$ cat src/rtl/popcount_pipe.sv
// popcount_pipe: three-stage pipelined dual-bitboard population counter with
// valid/ready flow control. Each cycle it takes a player and an opponent
// bitboard and, three register stages later, presents both disc counts and a
// pass-through tag.
// Optional feature: define POPCOUNT_DIFF_EN to add the signed
// out_diff = cnt_p - cnt_o output (CW+1 bits, computed in the last stage).
module popcount_pipe #(
  parameter int WIDTH = 64,
  parameter int TAG_W = 8,
  localparam int CW = $clog2(WIDTH + 1)
) (
  input  logic             clk,
  input  logic             rst_n,
  input  logic             in_valid,
  output logic             in_ready,
  input  logic [WIDTH-1:0] in_p,
  input  logic [WIDTH-1:0] in_o,
  input  logic [TAG_W-1:0] in_tag,
  output logic             out_valid,
  input  logic             out_ready,
  output logic [CW-1:0]    out_cnt_p,
  output logic [CW-1:0]    out_cnt_o,
`ifdef POPCOUNT_DIFF_EN
  output logic [CW:0]      out_diff,
`endif
  output logic [TAG_W-1:0] out_tag
);

  localparam int NL = WIDTH / 8;     // byte lanes
  localparam int NG = (NL + 3) / 4;  // groups of up to four lanes

  // Bits set in one byte (0..8).
  function automatic logic [3:0] byte_pop(input logic [7:0] b);
    logic [3:0] c;
    c = '0;
    for (int i = 0; i < 8; i++) c = c + 4'(b[i]);
    return c;
  endfunction

  // Per-byte counts for a whole board, 4 bits per lane.
  function automatic logic [NL*4-1:0] lane_counts(input logic [WIDTH-1:0] bb);
    logic [NL*4-1:0] l;
    l = '0;
    for (int k = 0; k < NL; k++) l[k*4 +: 4] = byte_pop(bb[k*8 +: 8]);
    return l;
  endfunction

  // Sum lanes in groups of four (max 32, 6 bits); the last group may be short.
  function automatic logic [NG*6-1:0] group_sums(input logic [NL*4-1:0] l);
    logic [NG*6-1:0] g;
    g = '0;
    for (int k = 0; k < NL; k++)
      g[(k/4)*6 +: 6] = g[(k/4)*6 +: 6] + 6'(l[k*4 +: 4]);
    return g;
  endfunction

  // Final board count; the total never exceeds WIDTH so CW bits always hold it.
  function automatic logic [CW-1:0] final_sum(input logic [NG*6-1:0] g);
    logic [CW-1:0] s;
    s = '0;
    for (int j = 0; j < NG; j++) s = s + CW'(g[j*6 +: 6]);
    return s;
  endfunction

`ifdef POPCOUNT_DIFF_EN
  // Two's complement difference, range -WIDTH..+WIDTH.
  function automatic logic signed [CW:0] count_diff(input logic [CW-1:0] a,
                                                    input logic [CW-1:0] b);
    return $signed({1'b0, a}) - $signed({1'b0, b});
  endfunction
`endif

  logic adv1, adv2, adv3;
  logic vld_p1_q, vld_p1_d, vld_p2_q, vld_p2_d, vld_p3_q, vld_p3_d;

  logic [NL*4-1:0]  lane_p_p1_q, lane_p_p1_d, lane_o_p1_q, lane_o_p1_d;
  logic [TAG_W-1:0] tag_p1_q, tag_p1_d;
  logic [NG*6-1:0]  grp_p_p2_q, grp_p_p2_d, grp_o_p2_q, grp_o_p2_d;
  logic [TAG_W-1:0] tag_p2_q, tag_p2_d;
  logic [CW-1:0]    cnt_p_p3_q, cnt_p_p3_d, cnt_o_p3_q, cnt_o_p3_d;
  logic [TAG_W-1:0] tag_p3_q, tag_p3_d;
`ifdef POPCOUNT_DIFF_EN
  logic signed [CW:0] diff_p3_q, diff_p3_d;
`endif

  // Advance chain from the output back to the input, plus next-state valids.
  always_comb begin
    adv3     = !vld_p3_q || out_ready;
    adv2     = !vld_p2_q || adv3;
    adv1     = !vld_p1_q || adv2;
    vld_p1_d = adv1 ? in_valid : vld_p1_q;
    vld_p2_d = adv2 ? vld_p1_q : vld_p2_q;
    vld_p3_d = adv3 ? vld_p2_q : vld_p3_q;
  end

  assign in_ready = adv1;

  // ---- stage 1: per-byte counts, loaded only on an accepted input ----
  always_comb begin
    lane_p_p1_d = lane_p_p1_q;
    lane_o_p1_d = lane_o_p1_q;
    tag_p1_d    = tag_p1_q;
    if (adv1 && in_valid) begin
      lane_p_p1_d = lane_counts(in_p);
      lane_o_p1_d = lane_counts(in_o);
      tag_p1_d    = in_tag;
    end
  end

  // ---- stage 2: group partial sums, loaded only when stage 1 hands over ----
  always_comb begin
    grp_p_p2_d = grp_p_p2_q;
    grp_o_p2_d = grp_o_p2_q;
    tag_p2_d   = tag_p1_q;
    if (!(adv2 && vld_p1_q)) tag_p2_d = tag_p2_q;
    if (adv2 && vld_p1_q) begin
      grp_p_p2_d = group_sums(lane_p_p1_q);
      grp_o_p2_d = group_sums(lane_o_p1_q);
    end
  end

  // ---- stage 3: final sums (and difference); drives the outputs ----
  always_comb begin
    cnt_p_p3_d = cnt_p_p3_q;
    cnt_o_p3_d = cnt_o_p3_q;
    tag_p3_d   = tag_p3_q;
`ifdef POPCOUNT_DIFF_EN
    diff_p3_d  = diff_p3_q;
`endif
    if (adv3 && vld_p2_q) begin
      cnt_p_p3_d = final_sum(grp_p_p2_q);
      cnt_o_p3_d = final_sum(grp_o_p2_q);
      tag_p3_d   = tag_p2_q;
`ifdef POPCOUNT_DIFF_EN
      diff_p3_d  = count_diff(final_sum(grp_p_p2_q), final_sum(grp_o_p2_q));
`endif
    end
  end

  // Stage valids: cleared by reset so in-flight entries are discarded.
  always_ff @(posedge clk or negedge rst_n) begin
    if (!rst_n) begin
      vld_p1_q <= 1'b0;
      vld_p2_q <= 1'b0;
      vld_p3_q <= 1'b0;
    end else begin
      vld_p1_q <= vld_p1_d;
      vld_p2_q <= vld_p2_d;
      vld_p3_q <= vld_p3_d;
    end
  end

  // Internal stage data: qualified by the valids, so no reset needed.
  always_ff @(posedge clk) begin
    lane_p_p1_q <= lane_p_p1_d;
    lane_o_p1_q <= lane_o_p1_d;
    tag_p1_q    <= tag_p1_d;
    grp_p_p2_q  <= grp_p_p2_d;
    grp_o_p2_q  <= grp_o_p2_d;
    tag_p2_q    <= tag_p2_d;
  end

  // Output stage data: reset so the visible outputs read zero after reset.
  always_ff @(posedge clk or negedge rst_n) begin
    if (!rst_n) begin
      cnt_p_p3_q <= '0;
      cnt_o_p3_q <= '0;
      tag_p3_q   <= '0;
`ifdef POPCOUNT_DIFF_EN
      diff_p3_q  <= '0;
`endif
    end else begin
      cnt_p_p3_q <= cnt_p_p3_d;
      cnt_o_p3_q <= cnt_o_p3_d;
      tag_p3_q   <= tag_p3_d;
`ifdef POPCOUNT_DIFF_EN
      diff_p3_q  <= diff_p3_d;
`endif
    end
  end

  assign out_valid = vld_p3_q;
  assign out_cnt_p = cnt_p_p3_q;
  assign out_cnt_o = cnt_o_p3_q;
  assign out_tag   = tag_p3_q;
`ifdef POPCOUNT_DIFF_EN
  assign out_diff  = diff_p3_q;
`endif

endmodule
$ cat config.mk
export PLATFORM = sky130hd
export DESIGN_NAME = popcount_pipe
export DESIGN_NICKNAME = d
export VERILOG_FILES = /design/src/rtl/popcount_pipe.sv
export SDC_FILE = /design/constraint.sdc
export NUM_CORES = 1
export LEC_CHECK = 0
export ABC_AREA = 1
export BUFFER_PORTS_ARGS = -buffer_cell sky130_fd_sc_hd__buf_2
export CAP_MARGIN = 10
export CORE_UTILIZATION = 40
export CTS_BUF_LIST = sky130_fd_sc_hd__clkbuf_8 sky130_fd_sc_hd__clkbuf_16
export DETAILED_ROUTE_END_ITERATION = 12
export PLACE_DENSITY = 0.72
export SETUP_SLACK_MARGIN = 0.1
export SYNTH_ARGS = -nofsm -noshare
export SYNTH_HDL_FRONTEND = slang
export SYNTH_SLANG_ARGS = --single-unit
$ cat constraint.sdc
create_clock -name clk -period 5.4 [get_ports clk]
set_clock_uncertainty 0.2 [all_clocks]
set_input_delay 0.54 -clock clk [delete_from_list [all_inputs] [get_ports clk]]
set_output_delay 0.54 -clock clk [all_outputs]
set_load 0.03 [all_outputs]
Yosys cells after proc, flatten, opt, wreduce, memory -nomap -nowiden
Cells that the tools add are included.

storage, ports and cells
  output and inout port bits = 24
  bits of input ports = 140
  word-level logic and storage cells = 147
  bits in registers = 129

cells by class
  reduce and logical (&&, ||, !) cells = 9
  add/subtract/negate cells = 126

operator list
  operator                                number
  4-bit by 1-bit adder with 4-bit output  64
  3-bit by 1-bit adder with 4-bit output  16
  2-bit by 1-bit adder with 3-bit output  16
  1-bit by 1-bit adder with 2-bit output  16
  5-bit by 4-bit adder with 6-bit output  4
  6-bit by 4-bit adder with 6-bit output  4
  4-bit by 4-bit adder with 5-bit output  4
  6-bit by 6-bit adder with 7-bit output  2
  1-bit logical AND                       3
  1-bit logical NOT                       3
  1-bit logical OR                        3

Logic depth before layout (Yosys ltp)
Gate-level depths: netlist of the first run.

  depth after elaboration = 7
  gate-level depth with buffers = 9
  depth with buffers taken out = 9

Worst setup path before layout of the first run
No wires, ideal clock.

  path type = input to register
  start point = in in_o[40]
  end point = reg lane_o_p1_q[22], data pin
  stages = 9
  setup time = 258 ps
  arrival time = 2720 ps
  path buffers = 0
  data required time = 4942 ps
  path slack = 2222 ps
  path through = fa_1 inv_1 fa_1 fa_1 inv_1 ha_1 inv_1 fa_1 xnor2_1

between the ends
  cells in the longest elaborated chain, start to end = 7

RTL lines
  item                                                 line  RTL
  start, declared                                      17    input logic [WIDTH-1:0] in_o,
  1-bit by 1-bit adder with 2-bit output               36    for (int i = 0; i < 8; i++) c = c + 4'(b[i]);
  2-bit by 1-bit adder with 3-bit output               36
  3-bit by 1-bit adder with 4-bit output               36
  4-bit by 1-bit adder with 4-bit output (4 in a row)  36
  end signal, assigned                                 156   lane_o_p1_q <= lane_o_p1_d;
  end, declared                                        76    logic [NL*4-1:0] lane_p_p1_q, lane_p_p1_d, lane_o_p1_q, lane_o_p1_d;

No other way between the ends.
A chain may end at the register's enable or synchronous reset.

Worst setup path in the final report of the first run
  start point = in in_p[48]
  end point = reg lane_p_p1_q[26], data pin

between the ends
  cells in the longest elaborated chain, start to end = 7

RTL lines
  item                                                 line  RTL
  start, declared                                      16    input logic [WIDTH-1:0] in_p,
  1-bit by 1-bit adder with 2-bit output               36
  2-bit by 1-bit adder with 3-bit output               36
  3-bit by 1-bit adder with 4-bit output               36
  4-bit by 1-bit adder with 4-bit output (4 in a row)  36
  end signal, assigned                                 155   lane_p_p1_q <= lane_p_p1_d;
  end, declared                                        76

No other way between the ends.

==> metrics.txt, run 1 <==
Core Area=21300 um^2; total congestion overflow=0; Root Driver=clkbuf_16; Final TNS setup=0 ns; clock transition at the registers of the reported paths=0.06 ns; Hold Crit Class=in2reg; initial antenna violation count=0; wire per inst=11.4 um; DPL Wire Length=12.0 mm; Rel. slew slack=50.6%; drt first pass iters=4; DR vias=5409; largest net degree at the start of global routing=39; CP Capture Type=flip-flop; average cell area after synthesis=11.1 um^2; 1st-iter DRT viols=171; TritonCTS Buffers=17; crit path DAT=2.94 ns; CP Class=in2reg; I/O Pins=164; Vias/cell=4.29; Inserted Diodes=0; Netlist Area Pre-Place=8790 um^2; overall global routing resource usage=14.1%; fin util=49.4%; Post-CTS Setup Bufs=0; first-pass GRT wire length=24.5 mm; GP Congestion=0.771; htree depth=4; P&R area growth vs syn=19.6%; Final period util=55.1%; WL final=14.4 mm; leakage power total=5.50 nW; Worst-Margin Slew=0.741 ns; max_cap viols=0; Req. time, crit path=5.37 ns; Worst R2R End=grp_p_p2_q[5]; initial core utilization=41.3%; Routed Antenna Nets=0; R2R setup slack=2.61 ns; Syn Nets=1110; post-synthesis cell type count=23; Final Max Tran Viols=0; chip height=150 um; Final Non-Filler Cells=1262; outcome=finished clean; DRC violations left=0; nets=1292; Reg-to-Reg Start=lane_p_p1_q[1]; Critical Path Source=in_p[48]; peak supply drop=220 uV; max frequency=336 MHz; Final Total Pwr=5.25 mW; #FFs+latches synth=129; Power Density=500 nW/um^2; latest clock arrival within the worst-skew pair=0.41 ns; CTS tree=done; die area=22600 um^2; Tmin final=2.98 ns; Die Span X=150 um; port bufs=163; clk sinks=129; CP startpoint kind=input port; Synth warnings=0; Setup violations, final=0; Placed Cells=1229; fraction of layout cells with a size suffix above 1=20.7%; clk buf depth=2; Max FO, Critical Path=2; sequential element share of the synthesized area=42.7%; num rows=53; Mapped Cells=792; vias in the first global route=5600; CP endpoint=lane_p_p1_q[26]; Worst R2R Path Depth=6; RSZ-0062 raised after global routing=no; final hold vios=0
## state kept, by name, summed over array words and instances (netlist names)
| signal | count |
|---|---|
| out_valid | 1 |
| vld_p2_q | 1 |
| vld_p1_q | 1 |
| tag_p1_q | 8 |
| lane_p_p1_q | 32 |
| lane_o_p1_q | 32 |
| out_cnt_p | 7 |
| grp_o_p2_q | 12 |
| tag_p2_q | 8 |
| out_tag | 8 |
| out_cnt_o | 7 |
| grp_p_p2_q | 12 |
## timing repair
item / CTS / global route
hold buffers: 1 / 0
setup endpoints to repair: 0 / 0
resized for setup: 0 / 0
endpoints found under the hold margin: 25 / 0
## worst max-delay path, stage by stage
cell     delay, ns
buf_2         0.11
fa_1          0.54
inv_1         0.05
fa_1          0.49
fa_1          0.41
inv_1         0.07
ha_1          0.16
inv_1         0.05
fa_1          0.37
xnor2_1       0.14
## synth_stat cells (all sizes together)
cell	instances	area (um^2)
a21oi	17	88.8
fa	98	1960
xnor2	19	166
dfrtp	25	626
clkinv	1	3.75
inv	272	1020
xor2	7	61.3
o21ai	16	80.1
ha	80	1000
buf	3	30.0
edfxtp	104	3120
nand2	112	433
nor3	1	5.00
nand3	31	160
nor2	5	18.8
or2	1	6.26
## cell families after synthesis
family                     Yosys count  synth area share [%]
AOI/OAI and AO/OA                   33                  1.92
xor gates and xnor gates            26                  2.59
adders and majority gates          178                  33.7
buffers and inverters              276                  12.0
DFF                                129                  42.7
and+or+nand+nor                    150                  7.09
## stage by stage
stage	hold WS, ns	setup WS [ns]	instance area [um^2]
3_3_place_gp	0.201	2.05	9930
4_1_cts	0.0805	2.42	10500
5_1_grt	0.0764	2.31	10500
3_5_place_dp	0.209	1.97	9930
6_report	0.0995	2.42	10500
2_1_floorplan	0.0444	2.22	8790
## area by class of cell
| type | count | area (um^2) |
|---|---|---|
| clock inverter | 14 | 119 |
| timing repair buffer | 166 | 841 |
| clock buffer | 18 | 450 |
| fill | 1897 | 10800 |
| inverter | 273 | 1030 |
| tap | 275 | 344 |
| multi-input combinational | 387 | 3980 |
| sequential | 129 | 3750 |
## layer usage
metal  vias to the layer above  routed length [um]  global-route usage (%)
met3                        10                 600                    3.36
met1                      2548                6300                    16.7
li1                       2748                   -                       -
met2                       103                7350                    25.1
met5                         -                   0                       0
met4                         0                 178                    4.60
## placed cells by master (no fill, tap or decap)
cell,instances
nand3_1,30
nor3_1,1
edfxtp_1,104
or2_2,1
nor2_1,5
nand2_2,2
inv_4,1
clkinv_4,4
inv_2,1
o21ai_1,7
dfrtp_1,25
xnor2_1,19
clkinv_2,1
fa_1,98
nand2_1,109
inv_8,2
dlygate4sd3_1,1
xor2_1,7
nand2_4,1
inv_6,6
a21oi_1,16
buf_2,163
inv_1,271
ha_1,80
nand3_2,1
a21oi_2,1
clkbuf_16,18
o21ai_0,9
buf_4,2
clkinv_1,1
## power by group
| group | leakage, nW | internal, mW | switching [mW] | total (mW) |
|---|---|---|---|---|
| Combinational | 3.89 | 0.995 | 1.45 | 2.44 |
| Clock | 0.287 | 0.629 | 0.454 | 1.08 |
| Sequential | 1.32 | 1.59 | 0.142 | 1.73 |
| Total | 5.50 | 3.21 | 2.04 | 5.25 |
## how the worst min path moves through the flow
| stage | startpoint | to | slack, ns | cells past startpoint |
|---|---|---|---|---|
| after global routing | in_tag[4] | tag_p1_q[4] | 0.08 | 1 |
| after global placement | tag_p1_q[5] | tag_p2_q[5] | 0.20 | 0 |
| after floorplan | rst_n | out_cnt_o[0] | 0.04 | 0 |
| final | in_tag[2] | tag_p1_q[2] | 0.1 | 1 |
| after CTS | in_tag[0] | tag_p1_q[0] | 0.08 | 1 |
| after detailed placement | tag_p1_q[0] | tag_p2_q[0] | 0.21 | 0 |
Note: power is estimated with default switching activity, not from simulation.
==> run 2: changes to the inputs <==
ABC_AREA = 0   (was 1)
PLACE_DENSITY = 0.74   (was 0.72)
clock period = 2.46 ns   (was 5.4 ns; I/O delays follow)
==> metrics.txt, run 2 <==
Setup violations, final=49 (+49); CP max stage delay=0.53 ns (about the same); most frequent cells in the layout=192 x inv_1, 140 x buf_2, 104 x edfxtp_1; htree depth=4 (unchanged); final hold vios=0 (unchanged); first-pass GRT wire length=25.6 mm (+4.3%); clk sinks=129 (unchanged); chip height=150 um (-0.38%); Synth top cells by count=255 x inv_1, 104 x edfxtp_1, 98 x fa_1; Final period util=110%; Synth warnings=0 (unchanged); R2R setup slack=-0.24 ns (-2.85 ns); clk buf depth=2 (unchanged); CP startpoint kind=flip-flop; stages on the worst setup path=8 (-2); overall global routing resource usage=15.0% (+0.89 points); Final Max Tran Viols=0 (unchanged); max frequency=370 MHz; I/O Pins=164 (unchanged); #FFs+latches synth=129 (unchanged); CP Capture Type=flip-flop; nets=1266 (-2.0%); post-synthesis cell type count=29 (+26%); # fillers=1799 (-5.2%); Routed Antenna Nets=0 (unchanged); WL final=15.6 mm (+8.1%); drt first pass iters=4 (unchanged); Worst R2R End=grp_o_p2_q[11]; Reg-to-Reg Start=lane_o_p1_q[25]; placed cell areas=10100 um^2 (+2.0%); Root Driver=clkbuf_16; Core Area=21200 um^2 (-0.31%); P&R area growth vs syn=32.8%; RSZ-0062 raised after global routing=yes; wire per inst=12.6 um (+10%); Inserted Diodes=0 (unchanged); ranking of synthesized cells by area=edfxtp_1 36%, fa_1 22%, ha_1 11%; crit-path cells=inv_2, fa_1, inv_1, fa_1, ha_2, fa_2, a21o_1, a21o_1; Die Span X=150 um (-0.38%); Tmin final=2.70 ns; fraction of layout cells with a size suffix above 1=38.4% (+18 points); number of synthesized flops with an enable pin=104 (unchanged); DR vias=5356 (-0.98%); 1st-iter DRT viols=115 (-33%); total congestion overflow=0 (unchanged); Req. time, crit path=2.42 ns (-2.95 ns); most frequent cell after synthesis=inv_1; port bufs=163 (unchanged); DRC violations left=0 (unchanged); outcome=finished, violations left; most common cell after layout, fill and taps aside=inv_1; Buf/Inv on CP=2 (-2); clock transition at the registers of the reported paths=0.06 ns (about the same); top-area cell type share of the netlist area=35.8% (+0.28 points); slowest CP cell=fa_1; Power Density=1070 nW/um^2 (+110%); largest net degree at the start of global routing=39 (unchanged); leakage power total=5.54 nW (+0.58%); Synth Flop Type=edfxtp_1; max_cap viols=0 (unchanged); initial antenna violation count=0 (unchanged); cell area after layout=11600 um^2 (+10%); Top Family by Delay on Critical Path=adder cells; DPL Wire Length=12.2 mm (+1.8%); failing checks=setup timing; CP endpoint=grp_o_p2_q[11]; vias in the first global route=5797 (+3.5%); Netlist Area Pre-Place=8720 um^2 (-0.77%); Max FO, Critical Path=2 (unchanged); Async SR Flop Fraction=19.4% (unchanged); Hold Crit Class=in2async; Final Total Pwr=12.4 mW (+140%); Critical Path Source=lane_o_p1_q[25]; initial core utilization=41.1% (-0.19 points); Worst R2R Path Depth=8 (+2); Rel. slew slack=56.2% (+5.6 points); die area=22400 um^2 (-0.76%); sequential element share of the synthesized area=43.0% (+0.33 points); Placed Cells=1166 (-5.1%); num rows=53 (unchanged); CTS tree=done; average cell area after synthesis=12.2 um^2 (+9.8%); Vias/cell=4.33 (+1.1%); latest clock arrival within the worst-skew pair=0.41 ns (about the same); peak supply drop=389 uV (+76%); Worst-Margin Slew=0.655 ns (-0.0865 ns); Syn Nets=1034 (-6.8%); largest registers=lane_o_p1_q x32, lane_p_p1_q x32; Mapped Cells=716 (-9.6%); crit path DAT=2.67 ns (-0.27 ns); min setup slack post-route=-0.243 ns (-2.67 ns); Final Non-Filler Cells=1236 (-2.1%); CP Class=reg2reg; GP Congestion=0.784 (+1.6%); largest area contributor in the netlist=edfxtp_1; TritonCTS Buffers=17 (unchanged)
run 2: cell types whose count changed after synthesis, moves of 3 or more:
| cell | before | now |
|---|---|---|
| nand2_1 | 109 | 13 |
| nand3_1 | 30 | 1 |
| nor2b_1 | 0 | 20 |
| inv_1 | 271 | 255 |
| a21oi_1 | 16 | 26 |
| xnor2_1 | 19 | 29 |
| mux2_4 | 0 | 8 |
| nand2b_1 | 0 | 8 |
| a21o_1 | 0 | 6 |
| o21ai_1 | 7 | 1 |
| xor2_1 | 7 | 3 |
| nor2_1 | 5 | 8 |
| nor3_1 | 1 | 4 |
run 2: worst register-to-register path: cells and delay by family, from the launching register on:
kind            cells  cell delay, ns
buf+inv             2            0.10
fa+ha+maj           4            1.51
compound gates      2            0.30
flops               1            0.35
run 2: repair_timing:
item,in CTS,in global routing
endpoints found under the hold margin,51,1
setup endpoints to repair,54,64
gates cloned,0,0
resized for setup,102,57
pin swaps,28,34
hold buffers,26,1
buffers inserted,8,7
run 2: how the worst min path moves through the flow:
stage,startpoint,end,cells after the start
6_report,rst_n,out_cnt_o[2],2
5_1_grt,rst_n,out_cnt_o[2],2
4_1_cts,in_o[58],lane_o_p1_q[28],2
3_5_place_dp,rst_n,out_cnt_o[1],1
3_3_place_gp,rst_n,out_cnt_o[1],1
2_1_floorplan,rst_n,out_cnt_o[0],0
run 2: per-layer routing:
metal	track usage, %	vias up	routed length [um]
met5	0	-	0
met3	3.05	18	536
li1	-	2636	-
met4	6.26	0	303
met2	27.8	108	8400
met1	16.6	2594	6350
run 2: kinds of logic (layout without fill, tap and decap cells):
kind of cell,after synthesis,count (layout),share of synthesized area [%]
adder cells (fa/ha/maj),178,178,34.0
buffers and inverters,258,503,11.2
XOR/XNOR,32,32,3.21
AO/OA/AOI/OAI,51,51,3.40
AND/OR/NAND/NOR,58,58,3.57
flip-flops,129,129,43.0
multiplexers,10,10,1.64
run 2: metrics by stage:
step	utilization (%)	setup slack (ns)	hold slack, ns	setup TNS, ns
2_1_floorplan	-	-0.423	-0.250	-15.74
3_3_place_gp	47.7	-0.648	0.0712	-28.32
3_5_place_dp	47.7	-0.689	0.0918	-31.39
4_1_cts	53.5	-0.275	0.00203	-7.43
5_1_grt	54.6	-0.334	0.222	-10.34
6_report	54.6	-0.243	0.167	-7.40
run 2: final cells by class:
cell class | count | area (um^2) | share of cell area, %
repair buffers | 216 | 1490 | 12.8
well taps | 275 | 344 | 2.97
clock buffers | 17 | 425 | 3.67
clock inverters | 15 | 223 | 1.92
flip-flops and latches | 129 | 3750 | 32.4
inverters | 255 | 992 | 8.57
multi-input cells | 329 | 4360 | 37.7
run 2: power breakdown:
| group | internal (mW) | total (mW) | switching (mW) |
|---|---|---|---|
| combinational | 2.96 | 6.01 | 3.06 |
| sequential | 3.36 | 3.65 | 0.295 |
| clock | 1.88 | 2.77 | 0.891 |
==> run 3: changes to the inputs <==
PLACE_DENSITY = 0.69   (was 0.74)
==> metrics.txt, run 3 (same netlist as run 2, synthesis figures left out) <==
clock transition at the registers of the reported paths=0.05 ns (about the same); max frequency=366 MHz (-0.99%); TritonCTS Buffers=17 (unchanged); DPL Wire Length=11.4 mm (-7.3%); CTS tree=done; initial core utilization=41.1% (unchanged); Buf/Inv on CP=2 (unchanged); clk buf depth=2 (unchanged); fraction of layout cells with a size suffix above 1=37.9% (-0.48 points); final hold vios=0 (unchanged); P&R area growth vs syn=32.8% (about the same); I/O Pins=164 (unchanged); Req. time, crit path=2.41 ns (about the same); most common cell after layout, fill and taps aside=inv_1; htree depth=4 (unchanged); Power Density=1070 nW/um^2 (-0.34%); Rel. slew slack=59.1% (+2.9 points); crit path DAT=2.68 ns (about the same); Final Total Pwr=12.4 mW (-0.39%); DRC violations left=0 (unchanged); most frequent cells in the layout=195 x inv_1, 140 x buf_2, 104 x edfxtp_1; Final Max Tran Viols=0 (unchanged); vias in the first global route=5566 (-4.0%); GP Congestion=0.782 (-0.18%); met1 usage=16.2% (-0.36 points); Multi-input gate area=4370 um^2 (+0.23%); outcome=finished, violations left; Max FO, Critical Path=2 (unchanged); Root Driver=clkbuf_16; port bufs=163 (unchanged); 1st-iter DRT viols=128 (+11%); GRT Max-Usage Layer=met2; sw power=4.20 mW (-1.1%); placed cell areas=10100 um^2 (about the same); CP startpoint kind=flip-flop; Vias/cell=4.29 (-1.1%); cell area after layout=11600 um^2 (about the same); Top Family by Delay on Critical Path=adder cells; Core Area=21200 um^2 (unchanged); GR Util met3=3.63% (+0.58 points); max_cap viols=0 (unchanged); drt first pass iters=4 (unchanged); failing checks=setup timing; Int Pwr=8.19 mW (about the same); Hold Crit Class=in2async; Worst-Margin Slew=0.614 ns (-0.0411 ns); nets=1265 (-0.079%); # fillers=1821 (+1.2%); initial antenna violation count=0 (unchanged); Routed Antenna Nets=0 (unchanged); Inserted Diodes=0 (unchanged); CP max stage delay=0.53 ns (about the same); fin util=54.6% (about the same); leakage power total=5.53 nW (-0.11%); Die Span X=150 um (unchanged); WHS=0.194 ns (+0.0275 ns); Comb pwr share=48.3% (about the same); CP Capture Type=flip-flop; chip height=150 um (unchanged); register area=3750 um^2 (unchanged); crit-path cells=inv_2, fa_1, inv_1, fa_1, ha_2, fa_2, a21o_1, a21o_1; peak supply drop=430 uV (+11%); DR vias=5295 (-1.1%); CP Class=reg2reg; clk sinks=129 (unchanged); overall global routing resource usage=14.3% (-0.69 points); latest clock arrival within the worst-skew pair=0.41 ns (about the same); wire per inst=11.9 um (-5.8%); sequential share of power=29.4% (about the same); min setup slack post-route=-0.271 ns (-0.0271 ns); total congestion overflow=0 (unchanged); Tmin final=2.73 ns (+0.0271 ns); Clock power frac=22.2% (about the same); switching part of the total=33.9% (-0.23 points); WL final=14.7 mm (-5.9%); slowest CP cell=fa_1; Final period util=111% (+1.1 points); Setup violations, final=48 (-2.0%); RSZ-0062 raised after global routing=yes; num rows=53 (unchanged); die area=22400 um^2 (unchanged); largest net degree at the start of global routing=73 (+87%); met2 Use GR=26.2% (-1.6 points); first-pass GRT wire length=24.6 mm (-3.9%); largest registers=lane_o_p1_q x32, lane_p_p1_q x32
-- run 3: area by class of cell --
type	count	area share, %
tap	275	2.97
inverter	255	8.57
clock buffer	17	3.67
sequential	129	32.4
clock inverter	15	1.93
multi-input combinational	329	37.8
timing repair buffer	215	12.7
-- run 3: stage by stage --
stage	std cells	setup slack [ns]	setup TNS (ns)
6_report	1235	-0.271	-7.17
5_1_grt	1235	-0.382	-9.97
4_1_cts	1232	-0.306	-7.23
3_5_place_dp	1165	-0.668	-30.77
3_3_place_gp	1165	-0.610	-28.26
2_1_floorplan	716	-0.423	-15.74
-- run 3: power groups by stage --
stage | combinational [mW] | sequential, mW | clock (mW)
6_report | 5.99 | 3.64 | 2.75
5_1_grt | 6.90 | 3.72 | 2.92
4_1_cts | 5.80 | 3.66 | 2.82
3_5_place_dp | 5.53 | 3.69 | 0
3_3_place_gp | 5.33 | 3.67 | 0
2_1_floorplan | 3.78 | 3.88 | 0
-- run 3: path summary, 6_finish.rpt --
| kind | from | end | slack [ns] | depth (start not counted) |
|---|---|---|---|---|
| worst max-delay path | lane_o_p1_q[25] | grp_o_p2_q[11] | -0.27 | 8 |
| worst min-delay path | rst_n | vld_p1_q | 0.19 | 2 |
| worst max register to register | lane_o_p1_q[25] | grp_o_p2_q[11] | -0.27 | 8 |
| worst min register to register | tag_p1_q[3] | tag_p2_q[3] | 0.22 | 0 |
| max in group asynchronous | rst_n | out_cnt_p[0] | 1.46 | 2 |
| min in group clk | tag_p1_q[3] | tag_p2_q[3] | 0.22 | 0 |
-- run 3: metal layers --
metal	vias to the layer above	wire length [um]	part of all wire [%]
met5	-	0	0
met4	0	187	1.3
met3	15	552	3.8
met2	118	7910	54
met1	2534	6030	41
li1	2628	-	-
-- run 3: what timing repair did --
| action | in CTS | in global routing |
|---|---|---|
| pin swaps | 23 | 25 |
| endpoints found under the setup margin | 54 | 64 |
| hold buffers | 28 | 0 |
| gates resized for setup | 101 | 56 |
| endpoints found under the hold margin | 52 | 0 |
| buffers inserted | 8 | 6 |
